`config.mk`:
```
export PLATFORM = sky130hd
export DESIGN_NAME = lamp_ramp_ctrl_flat
export DESIGN_NICKNAME = d
export VERILOG_FILES = /design/src/rtl/lamp_pkg.sv /design/src/rtl/lamp_ramp_ctrl_if.sv /design/src/rtl/lamp_ramp_ctrl_decode.sv /design/src/rtl/lamp_ramp_ctrl.sv /design/src/flat_wrapper.sv
export SDC_FILE = /design/constraint.sdc
export NUM_CORES = 1
export LEC_CHECK = 0
export BUFFER_PORTS_ARGS = -buffer_cell sky130_fd_sc_hd__buf_4
export CAP_MARGIN = 20
export CORE_UTILIZATION = 56
export DETAILED_ROUTE_END_ITERATION = 16
export PLACE_DENSITY = 0.85
export SYNTH_ARGS = -nofsm -noshare
export SYNTH_HDL_FRONTEND = slang
export SYNTH_SLANG_ARGS = --single-unit
```
`constraint.sdc`:
```
create_clock -name clk -period 3.2 [get_ports clk]
set_clock_uncertainty 0.05 [all_clocks]
set_input_delay 0.48 -clock clk [delete_from_list [all_inputs] [get_ports clk]]
set_output_delay 0.48 -clock clk [all_outputs]
set_load 0.01 [all_outputs]
```
`src/rtl/lamp_pkg.sv`:
```
// lamp_pkg: shared definitions for the lamp ramp controller.
//   MODE_*  : display mode encodings carried on target_mode
//             (2'b11 is not listed and is shown as a bar).
//   state_t : ramp controller states.
package lamp_pkg;

   localparam logic [1:0] MODE_BAR   = 2'b00;
   localparam logic [1:0] MODE_DOT   = 2'b01;
   localparam logic [1:0] MODE_BLINK = 2'b10;

   typedef enum logic [1:0] {
      ST_IDLE      = 2'd0,
      ST_RAMP_UP   = 2'd1,
      ST_RAMP_DOWN = 2'd2
   } state_t;

endpackage

```
`src/rtl/lamp_ramp_ctrl_if.sv`:
```
// lamp_ramp_ctrl_if: count-request handshake between the panel control
// logic (master) and the lamp ramp controller (slave).
//   target_valid : master -> slave, request present
//   target_ready : slave -> master, request can be accepted this cycle
//   target_count : master -> slave, requested number of active lamps
//   target_mode  : master -> slave, display mode (see lamp_pkg)
// A transfer happens on a clock edge where target_valid && target_ready.
interface lamp_ramp_ctrl_if #(
   parameter int CNT_W = 5
) ();

   logic             target_valid;
   logic             target_ready;
   logic [CNT_W-1:0] target_count;
   logic [1:0]       target_mode;

   modport master (
      output target_valid,
      output target_count,
      output target_mode,
      input  target_ready
   );

   modport slave (
      input  target_valid,
      input  target_count,
      input  target_mode,
      output target_ready
   );

endinterface

```
`src/rtl/lamp_ramp_ctrl_decode.sv`:
```
// lamp_decode: combinational count-to-lamp-pattern decoder.
//   count    : number of active lamps (0..N_LAMPS)
//   mode     : display mode (bar / dot / blink-bar, 2'b11 shown as bar)
//   blink_on : blink phase, 1 = ON
//   pattern  : lamp pattern, bit 0 = lamp 0
// Bar lights the low `count` lamps, dot lights only lamp count-1
// (nothing for count 0), blink-bar is the bar gated by the blink phase.
module lamp_decode
   import lamp_pkg::*;
#(
   parameter int N_LAMPS = 16,
   parameter int CNT_W   = $clog2(N_LAMPS + 1)
) (
   input  logic [CNT_W-1:0]   count,
   input  logic [1:0]         mode,
   input  logic               blink_on,
   output logic [N_LAMPS-1:0] pattern
);

   logic [N_LAMPS-1:0] bar;
   logic [N_LAMPS-1:0] dot;

   always_comb begin
      bar = '0;
      dot = '0;
      for (int unsigned i = 0; i < N_LAMPS; i++) begin
         bar[i] = (CNT_W'(i) < count);
         dot[i] = (CNT_W'(i + 1) == count);
      end
   end

   always_comb begin
      pattern = bar;
      case (mode)
         MODE_DOT:   pattern = dot;
         MODE_BLINK: pattern = blink_on ? bar : '0;
         default:    pattern = bar;
      endcase
   end

endmodule

```
`src/rtl/lamp_ramp_ctrl.sv`:
```
// lamp_ramp_ctrl: drives N_LAMPS lamps from a requested active-lamp count,
// ramping one lamp per STEP_DIV cycles toward the request.
//   clk           : system clock
//   reset         : synchronous, active-high
//   bus (slave)   : target_valid/target_ready/target_count/target_mode
//                   request handshake; ready only while idle
//   lights_state  : registered lamp drive, bit 0 = lamp 0
//   current_count : registered displayed count
//   busy          : high while ramping
// Requests above N_LAMPS saturate. A request equal to the displayed count
// only updates the mode. The blink phase free-runs from reset, toggling
// every BLINK_DIV cycles.
module lamp_ramp_ctrl
   import lamp_pkg::*;
#(
   parameter int N_LAMPS   = 16,
   parameter int CNT_W     = $clog2(N_LAMPS + 1),
   parameter int STEP_DIV  = 4,
   parameter int BLINK_DIV = 8
) (
   input  logic               clk,
   input  logic               reset,
   lamp_ramp_ctrl_if.slave    bus,
   output logic [N_LAMPS-1:0] lights_state,
   output logic [CNT_W-1:0]   current_count,
   output logic               busy
);

   localparam int PS_W = (STEP_DIV  > 1) ? $clog2(STEP_DIV)  : 1;
   localparam int BL_W = (BLINK_DIV > 1) ? $clog2(BLINK_DIV) : 1;

   localparam logic [PS_W-1:0]  PS_MAX  = PS_W'(STEP_DIV - 1);
   localparam logic [BL_W-1:0]  BL_MAX  = BL_W'(BLINK_DIV - 1);
   localparam logic [CNT_W-1:0] CNT_MAX = CNT_W'(N_LAMPS);

   state_t             state;
   state_t             state_n;
   logic [CNT_W-1:0]   tgt;
   logic [CNT_W-1:0]   tgt_n;
   logic [CNT_W-1:0]   cnt_n;
   logic [CNT_W-1:0]   req_sat;
   logic [1:0]         mode;
   logic [1:0]         mode_n;
   logic [PS_W-1:0]    presc;
   logic [PS_W-1:0]    presc_n;
   logic [BL_W-1:0]    blink_cnt;
   logic [BL_W-1:0]    blink_cnt_n;
   logic               blink_on;
   logic               blink_on_n;
   logic [N_LAMPS-1:0] pattern_n;

   assign bus.target_ready = (state == ST_IDLE);

   assign req_sat = (bus.target_count > CNT_MAX) ? CNT_MAX : bus.target_count;

   // Ramp FSM and prescaler.
   always_comb begin
      state_n = state;
      tgt_n   = tgt;
      cnt_n   = current_count;
      mode_n  = mode;
      presc_n = presc;
      case (state)
         ST_IDLE: begin
            if (bus.target_valid) begin
               mode_n  = bus.target_mode;
               tgt_n   = req_sat;
               presc_n = '0;
               if (req_sat > current_count) begin
                  state_n = ST_RAMP_UP;
               end else if (req_sat < current_count) begin
                  state_n = ST_RAMP_DOWN;
               end
            end
         end
         ST_RAMP_UP, ST_RAMP_DOWN: begin
            if (presc == PS_MAX) begin
               presc_n = '0;
               cnt_n   = (state == ST_RAMP_UP) ? current_count + CNT_W'(1)
                                               : current_count - CNT_W'(1);
               if (cnt_n == tgt) begin
                  state_n = ST_IDLE;
               end
            end else begin
               presc_n = presc + PS_W'(1);
            end
         end
         default: state_n = ST_IDLE;
      endcase
   end

   // Free-running blink phase, independent of the ramp.
   always_comb begin
      blink_cnt_n = blink_cnt + BL_W'(1);
      blink_on_n  = blink_on;
      if (blink_cnt == BL_MAX) begin
         blink_cnt_n = '0;
         blink_on_n  = ~blink_on;
      end
   end

   // Decoding the next-state count/mode/phase keeps lights_state in step
   // with current_count instead of one cycle behind it.
   lamp_decode #(
      .N_LAMPS (N_LAMPS),
      .CNT_W   (CNT_W)
   ) u_decode (
      .count    (cnt_n),
      .mode     (mode_n),
      .blink_on (blink_on_n),
      .pattern  (pattern_n)
   );

   always_ff @(posedge clk) begin
      if (reset) begin
         state         <= ST_IDLE;
         tgt           <= '0;
         current_count <= '0;
         mode          <= MODE_BAR;
         presc         <= '0;
         blink_cnt     <= '0;
         blink_on      <= 1'b1;
         lights_state  <= '0;
         busy          <= 1'b0;
      end else begin
         state         <= state_n;
         tgt           <= tgt_n;
         current_count <= cnt_n;
         mode          <= mode_n;
         presc         <= presc_n;
         blink_cnt     <= blink_cnt_n;
         blink_on      <= blink_on_n;
         lights_state  <= pattern_n;
         busy          <= (state_n != ST_IDLE);
      end
   end

endmodule

```
`src/flat_wrapper.sv`:
```
// flat-port wrapper written by rule: the top's interface ports become plain ports
module lamp_ramp_ctrl_flat import lamp_pkg::*;
#(
   parameter int N_LAMPS   = 16,
   parameter int CNT_W     = $clog2(N_LAMPS + 1),
   parameter int STEP_DIV  = 4,
   parameter int BLINK_DIV = 8
)
  (clk, reset, lights_state, current_count, busy, bus_target_valid, bus_target_count, bus_target_mode, bus_target_ready);
  lamp_ramp_ctrl_if #(.CNT_W(CNT_W)) bus_i ();
  input  logic clk;
  input  logic reset;
  output logic [N_LAMPS-1:0] lights_state;
  output logic [CNT_W-1:0] current_count;
  output logic busy;
  input wire logic [$bits(bus_i.target_valid)-1:0] bus_target_valid;
  input wire logic [$bits(bus_i.target_count)-1:0] bus_target_count;
  input wire logic [$bits(bus_i.target_mode)-1:0] bus_target_mode;
  output wire logic [$bits(bus_i.target_ready)-1:0] bus_target_ready;
  assign bus_i.target_valid = bus_target_valid;
  assign bus_i.target_count = bus_target_count;
  assign bus_i.target_mode = bus_target_mode;
  assign bus_target_ready = bus_i.target_ready;
  lamp_ramp_ctrl #(.N_LAMPS(N_LAMPS), .CNT_W(CNT_W), .STEP_DIV(STEP_DIV), .BLINK_DIV(BLINK_DIV)) u_core (.clk(clk), .reset(reset), .bus(bus_i), .lights_state(lights_state), .current_count(current_count), .busy(busy));
endmodule
```
# [Word-level counts from Yosys, hierarchy flattened]
# Index checks and enable logic that the tools add are counted.
[classes] n_addsub=4 order_cmp=19 n_reduce_logical=7 eq_ne=24 bitwise_logic=1 mux=18
[ops] op="$eq A4 B5 Y1 const A" n=8
[ops] op="$lt A4 B5 Y1 const A" n=8
[ops] op="$pmux W16 S2" n=1
[ops] op="$eq A3 B5 Y1 const A" n=4
[ops] op="$lt A3 B5 Y1 const A" n=4
[ops] op="$mux W5" n=4
[ops] op="$mux W2" n=9
[ops] op="$mux W16" n=1
[ops] op="$eq A2 B5 Y1 const A" n=2
[ops] op="$lt A1 B5 Y1 const A" n=2
[ops] op="$lt A2 B5 Y1 const A" n=2
[ops] op="$pmux W2 S2" n=2
[ops] op="$eq A2 B2 Y1 const B" n=3
[ops] op="$add A5 B1 Y5 const B" n=1
[ops] op="$eq A1 B5 Y1 const A" n=1
[ops] op="$eq A5 B5 Y1" n=1
[ops] op="$eq A5 B5 Y1 const A" n=1
[ops] op="$gt A5 B5 Y1" n=1
[ops] op="$gt A5 B5 Y1 const B" n=1
[ops] op="$lt A5 B5 Y1" n=1
[ops] op="$sub A5 B1 Y5 const B" n=1
[ops] op="$eq A2 B1 Y1 const B" n=2
[ops] op="$reduce_and A2 Y1" n=2
[ops] op="$reduce_bool A2 Y1" n=2
[ops] op="8 further kinds" n=9
[word_totals] reg_bits=37 output_inout_bits=23

# [Longest topological paths before layout]
[logic_depth] depth_word=8 mapped_depth=11

# [Modules after synthesis]
# A second synthesis with hierarchy kept.
[unflattened] hier_cells=232 hier_area_um2=2033.2
[by_module_without_submodules] mod="lamp_ramp_ctrl" area_per_inst_um2=1636.6 seq_area_each_um2=740.7 n_inst=1 cells_each=166
[by_module_without_submodules] mod="lamp_decode" area_per_inst_um2=396.6 seq_area_each_um2=0.0 n_inst=1 cells_each=66

# [Worst setup path after synthesis]
# No wires, ideal clock.
[synth_timing] kind="register to register" startpoint="register u_core.state[1]" endpoint="register u_core.lights_state[1]" setup_slack_ns=0.553 path_stages_with_launch=11 setup_ns=0.086 period_less_slack_ns=2.647 arrival_time_ns=2.511 path_cell_list="dfxtp_1 -> inv_1 -> ha_1 -> fa_1 -> nand2b_1 -> a21oi_2 -> xnor2_2 -> o41a_4 -> a21oi_4 -> nand3_2 -> a221oi_2"
[synth_via] elab_chain_cells=7
[synth_rtl] item="start: declaration" line="lamp_ramp_ctrl.sv:36" source="state_t state;"
[synth_rtl] item="start signal: assignment" line="lamp_ramp_ctrl.sv:126" source="state <= state_n;"
[synth_rtl] item="$eq A2 B1 Y1" line="lamp_ramp_ctrl.sv:63, lamp_ramp_ctrl.sv:79"
[synth_rtl] item="$mux W5" line="lamp_ramp_ctrl.sv:79" source="cnt_n = (state == ST_RAMP_UP) ? current_count + CNT_W'(1)"
[synth_rtl] item="$mux W5" line="lamp_ramp_ctrl.sv:77" source="if (presc == PS_MAX) begin"
[synth_rtl] item="$mux W5" line="lamp_ramp_ctrl.sv:63" source="case (state)"
[synth_rtl] item="$lt A1 B5 Y1" line="lamp_ramp_ctrl_decode.sv:27" source="bar[i] = (CNT_W'(i) < count);"
[synth_rtl] item="$mux W16" line="lamp_ramp_ctrl_decode.sv:36" source="MODE_BLINK: pattern = blink_on ? bar : '0;"
[synth_rtl] item="$pmux W16 S2 (*)" line="lamp_ramp_ctrl_decode.sv:34" source="case (mode)"
[synth_rtl] item="end signal: assignment" line="lamp_ramp_ctrl.sv:133" source="lights_state <= pattern_n;"
[synth_rtl] item="end: declaration" line="lamp_ramp_ctrl.sv:24" source="output logic [N_LAMPS-1:0] lights_state,"
# Mark *: on every way between the ends. The rest lies on a longest branch, timed or not.
# A chain may end at the register's enable or synchronous reset.

# [Final worst setup path]
# Same ends and word-level chain as after synthesis.

==> reports/qor.yml <==
yosys.area.top_type: "dfxtp_1"
max_freq_mhz: 348.2
post-synth-top-count-cell: "dfxtp_1"
clkSinkCount: 37
cp_data_required_time_ps: 3440
synthTopCellsByCount: "dfxtp_1, nor2_1, nand2_1"
p_sw_share_pct: 29.51
power.internal_mw: 0.7391
final_antenna_net_count: 0
fin_total_pwr_mw: 1.048
synth-seq-cells: 37
path_delay_family: "compound AO/OA/AOI/OAI gates"
nFillCells: 293
overflow: 0
drt_wl_total_um: 4258
yosys.cell_types.count: 48
netlist_instances: 225
rsz0062_at_grt: "no"
tritoncts: "built"
cp_max_fo: 6
setup_viol_count_final: 0
path_buf_inv: 1
hold_violations: 0
dr.pass1.iters: 4
fin_crit_ps: 2872
pwr-share-seq_pct: 46.8
initial_core_util_pct: 60.15
multiInputGateArea_sq_um: 1214
area_delta_synth_final_pct: 18.45
die_area_sq_um: 3915
grt_usage_pct: 24.05
use_met1_pct: 31.78
yosys-top-cells-area: "dfxtp_1, ha_1, nor2_1, nand2_1, a221oi_1"
outcome: "finished clean"
yosysSeqAreaShare_pct: 36.05
drc: 0
htreeDepth: 2
synth_ff_type: "dfxtp_1"
die_h_um: 62.57
grt_pass1_vias: 1654
p_clk_share_pct: 31.5
syn_area_sq_um: 2054
max_slew.worst_pin.slew_ps: 646.6
holdWs_ps: 366.3
synth_edf_count: 0
portBuffers: 32
cts_resized: 0
post_cts.repair.setup_buffers: 0
drive_gt1_share_pct: 23.68
slew_viol_final: 0
grt.busiest_layer: "met2"
via_count: 1771
fp.coreArea_sq_um: 3416
switching_power_mw: 0.3094
cp-start-kind: "register"
irDropWorstVdd_mv: 0.2438
finalSetupTns_ps: 0
drtIter0Drc: 93
cts_buffers: 5
io_pins: 33
nets: 292
cpPeakStageDelay_ps: 500
cts.reportedPaths.clkPinSlew_ps: 120
grt_pass1_wl_um: 7396
cts-root-buf: "clkbuf_4"
wl_per_cell_um: 13.65
path_class: "register to register"
gr-usage-met3_pct: 6.569
seqCellArea_sq_um: 740.7
worstSkewPairLatency_ps: 360
grt_use_met2_pct: 35.19
place_congestion: 0.9187
arrival_ps: 3110
rows: 21
async_flop_share_pct: 0
antenna_found_initial: 0
slew_headroom_pct: 56.29
worstPathCellList: "inv_1 > ha_1 > fa_1 > nand2b_1 > a21oi_2 > xnor2_2 > o41a_4 > a21oi_4 > nand3_2 > a221oi_2"
fp.dieW_um: 62.57
syn_nets: 252
cap_violations: 0
clk_path_buf_depth: 2
end_kind: "register"
grt_max_degree: 37
combPwrFrac_pct: 21.7
p_leak_nw: 1.028
power.density_nw_per_um2: 430.8
critPathSlowestCell: "o41a_4"
n_antenna_cell: 0
synth_top_area_share_pct: 36.05
hold_class: "input port to register"
synth_area_per_cell_sq_um: 9.131
drt-vias-per-instance: 5.676
hpwl_um: 3240
post-route-period-util_pct: 89.74
synth_warnings: 0
hold_buffers: 0
==> through the flow <==
stage	cells	setup slack [ps]	area (sq um)	utilization (%)
6_report	312	328.2	2434	71.25
5_1_grt	312	83.06	2434	71.25
4_1_cts	312	330.3	2434	71.25
3_5_place_dp	304	353.5	2350	68.79
3_3_place_gp	304	446.7	2350	68.79
2_1_floorplan	225	552.7	2054	-
==> cell type report <==
cell class / count / share of cell area [%]
inverter: 12 / 1.851
timing repair buffer: 39 / 12.03
clock inverter: 3 / 1.902
tap: 46 / 2.365
multi-input combinational: 170 / 49.87
clock buffer: 5 / 1.542
sequential: 37 / 30.44
==> cells by family after synthesis <==
kind of cell             Yosys count  share of synthesized area, %
multiplexers                       6                         2.923
AO/OA/AOI/OAI                     47                         17.97
buffers and inverters             18                         4.872
flip-flops                        37                         36.05
AND/OR/NAND/NOR                   87                         21.19
XOR/XNOR                          13                         6.273
adder cells (fa/ha/maj)           17                         10.72
==> power groups by stage <==
stage	sequential, mW	combinational [mW]	clock (mW)
detailed placement	0.501	0.223	0
finish	0.490	0.228	0.331
floorplan	0.500	0.166	0
global route	0.493	0.254	0.358
global placement	0.500	0.216	0
CTS	0.490	0.225	0.333
==> worst register-to-register path: stages (launching register included) <==
cell and delay, ps:
dfxtp_1 390, inv_1 90, ha_1 250, fa_1 420, nand2b_1 180, a21oi_2 160, xnor2_2 140, o41a_4 500
a21oi_4 240, nand3_2 100, a221oi_2 270
==> layout by cell type, fill, tap and decap left out, types with 2 or more instances in the layout <==
cell / count
clkbuf_4: 5
ha_1: 16
a21oi_1: 9
inv_1: 12
o21a_1: 3
nand2_1: 21
xor2_1: 5
a32oi_1: 2
o32ai_1: 2
a221oi_1: 7
a21o_1: 3
a21oi_2: 3
a211oi_1: 3
a31oi_1: 2
nor3b_1: 2
nor2b_1: 4
and3_1: 2
xnor2_1: 6
o21ai_1: 2
xnor2_2: 2
nand3_1: 12
nand4b_1: 2
or2_2: 3
mux2i_1: 6
buf_4: 39
o21ai_0: 4
nand4_1: 4
dfxtp_1: 37
nand2b_1: 4
nor2_1: 24
==> metal layers <==
metal	wire, um	vias up
met4	73	0
met1	1893	812
li1	-	875
met2	1916	77
met5	0	-
met3	376	7
==> final timing paths <==
kind,to,start,slack (ps),cells past startpoint
setup / recovery,u_core.lights_state[1],u_core.state[1],330,10
hold / removal,u_core.mode[1],bus_target_mode[1],370,3
setup reg to reg,u_core.lights_state[1],u_core.state[1],330,10
hold reg to reg,u_core.blink_cnt[0],u_core.blink_cnt[0],400,1
==> flip-flops by register name, summed over array words and instances, names as in the netlist <==
name / count
u_core.blink_cnt: 3
u_core.blink_on: 1
u_core.busy: 1
u_core.current_count: 5
u_core.lights_state: 16
u_core.mode: 2
u_core.presc: 2
u_core.state: 2
u_core.tgt: 5
Note: power is estimated with default switching activity, not from simulation.
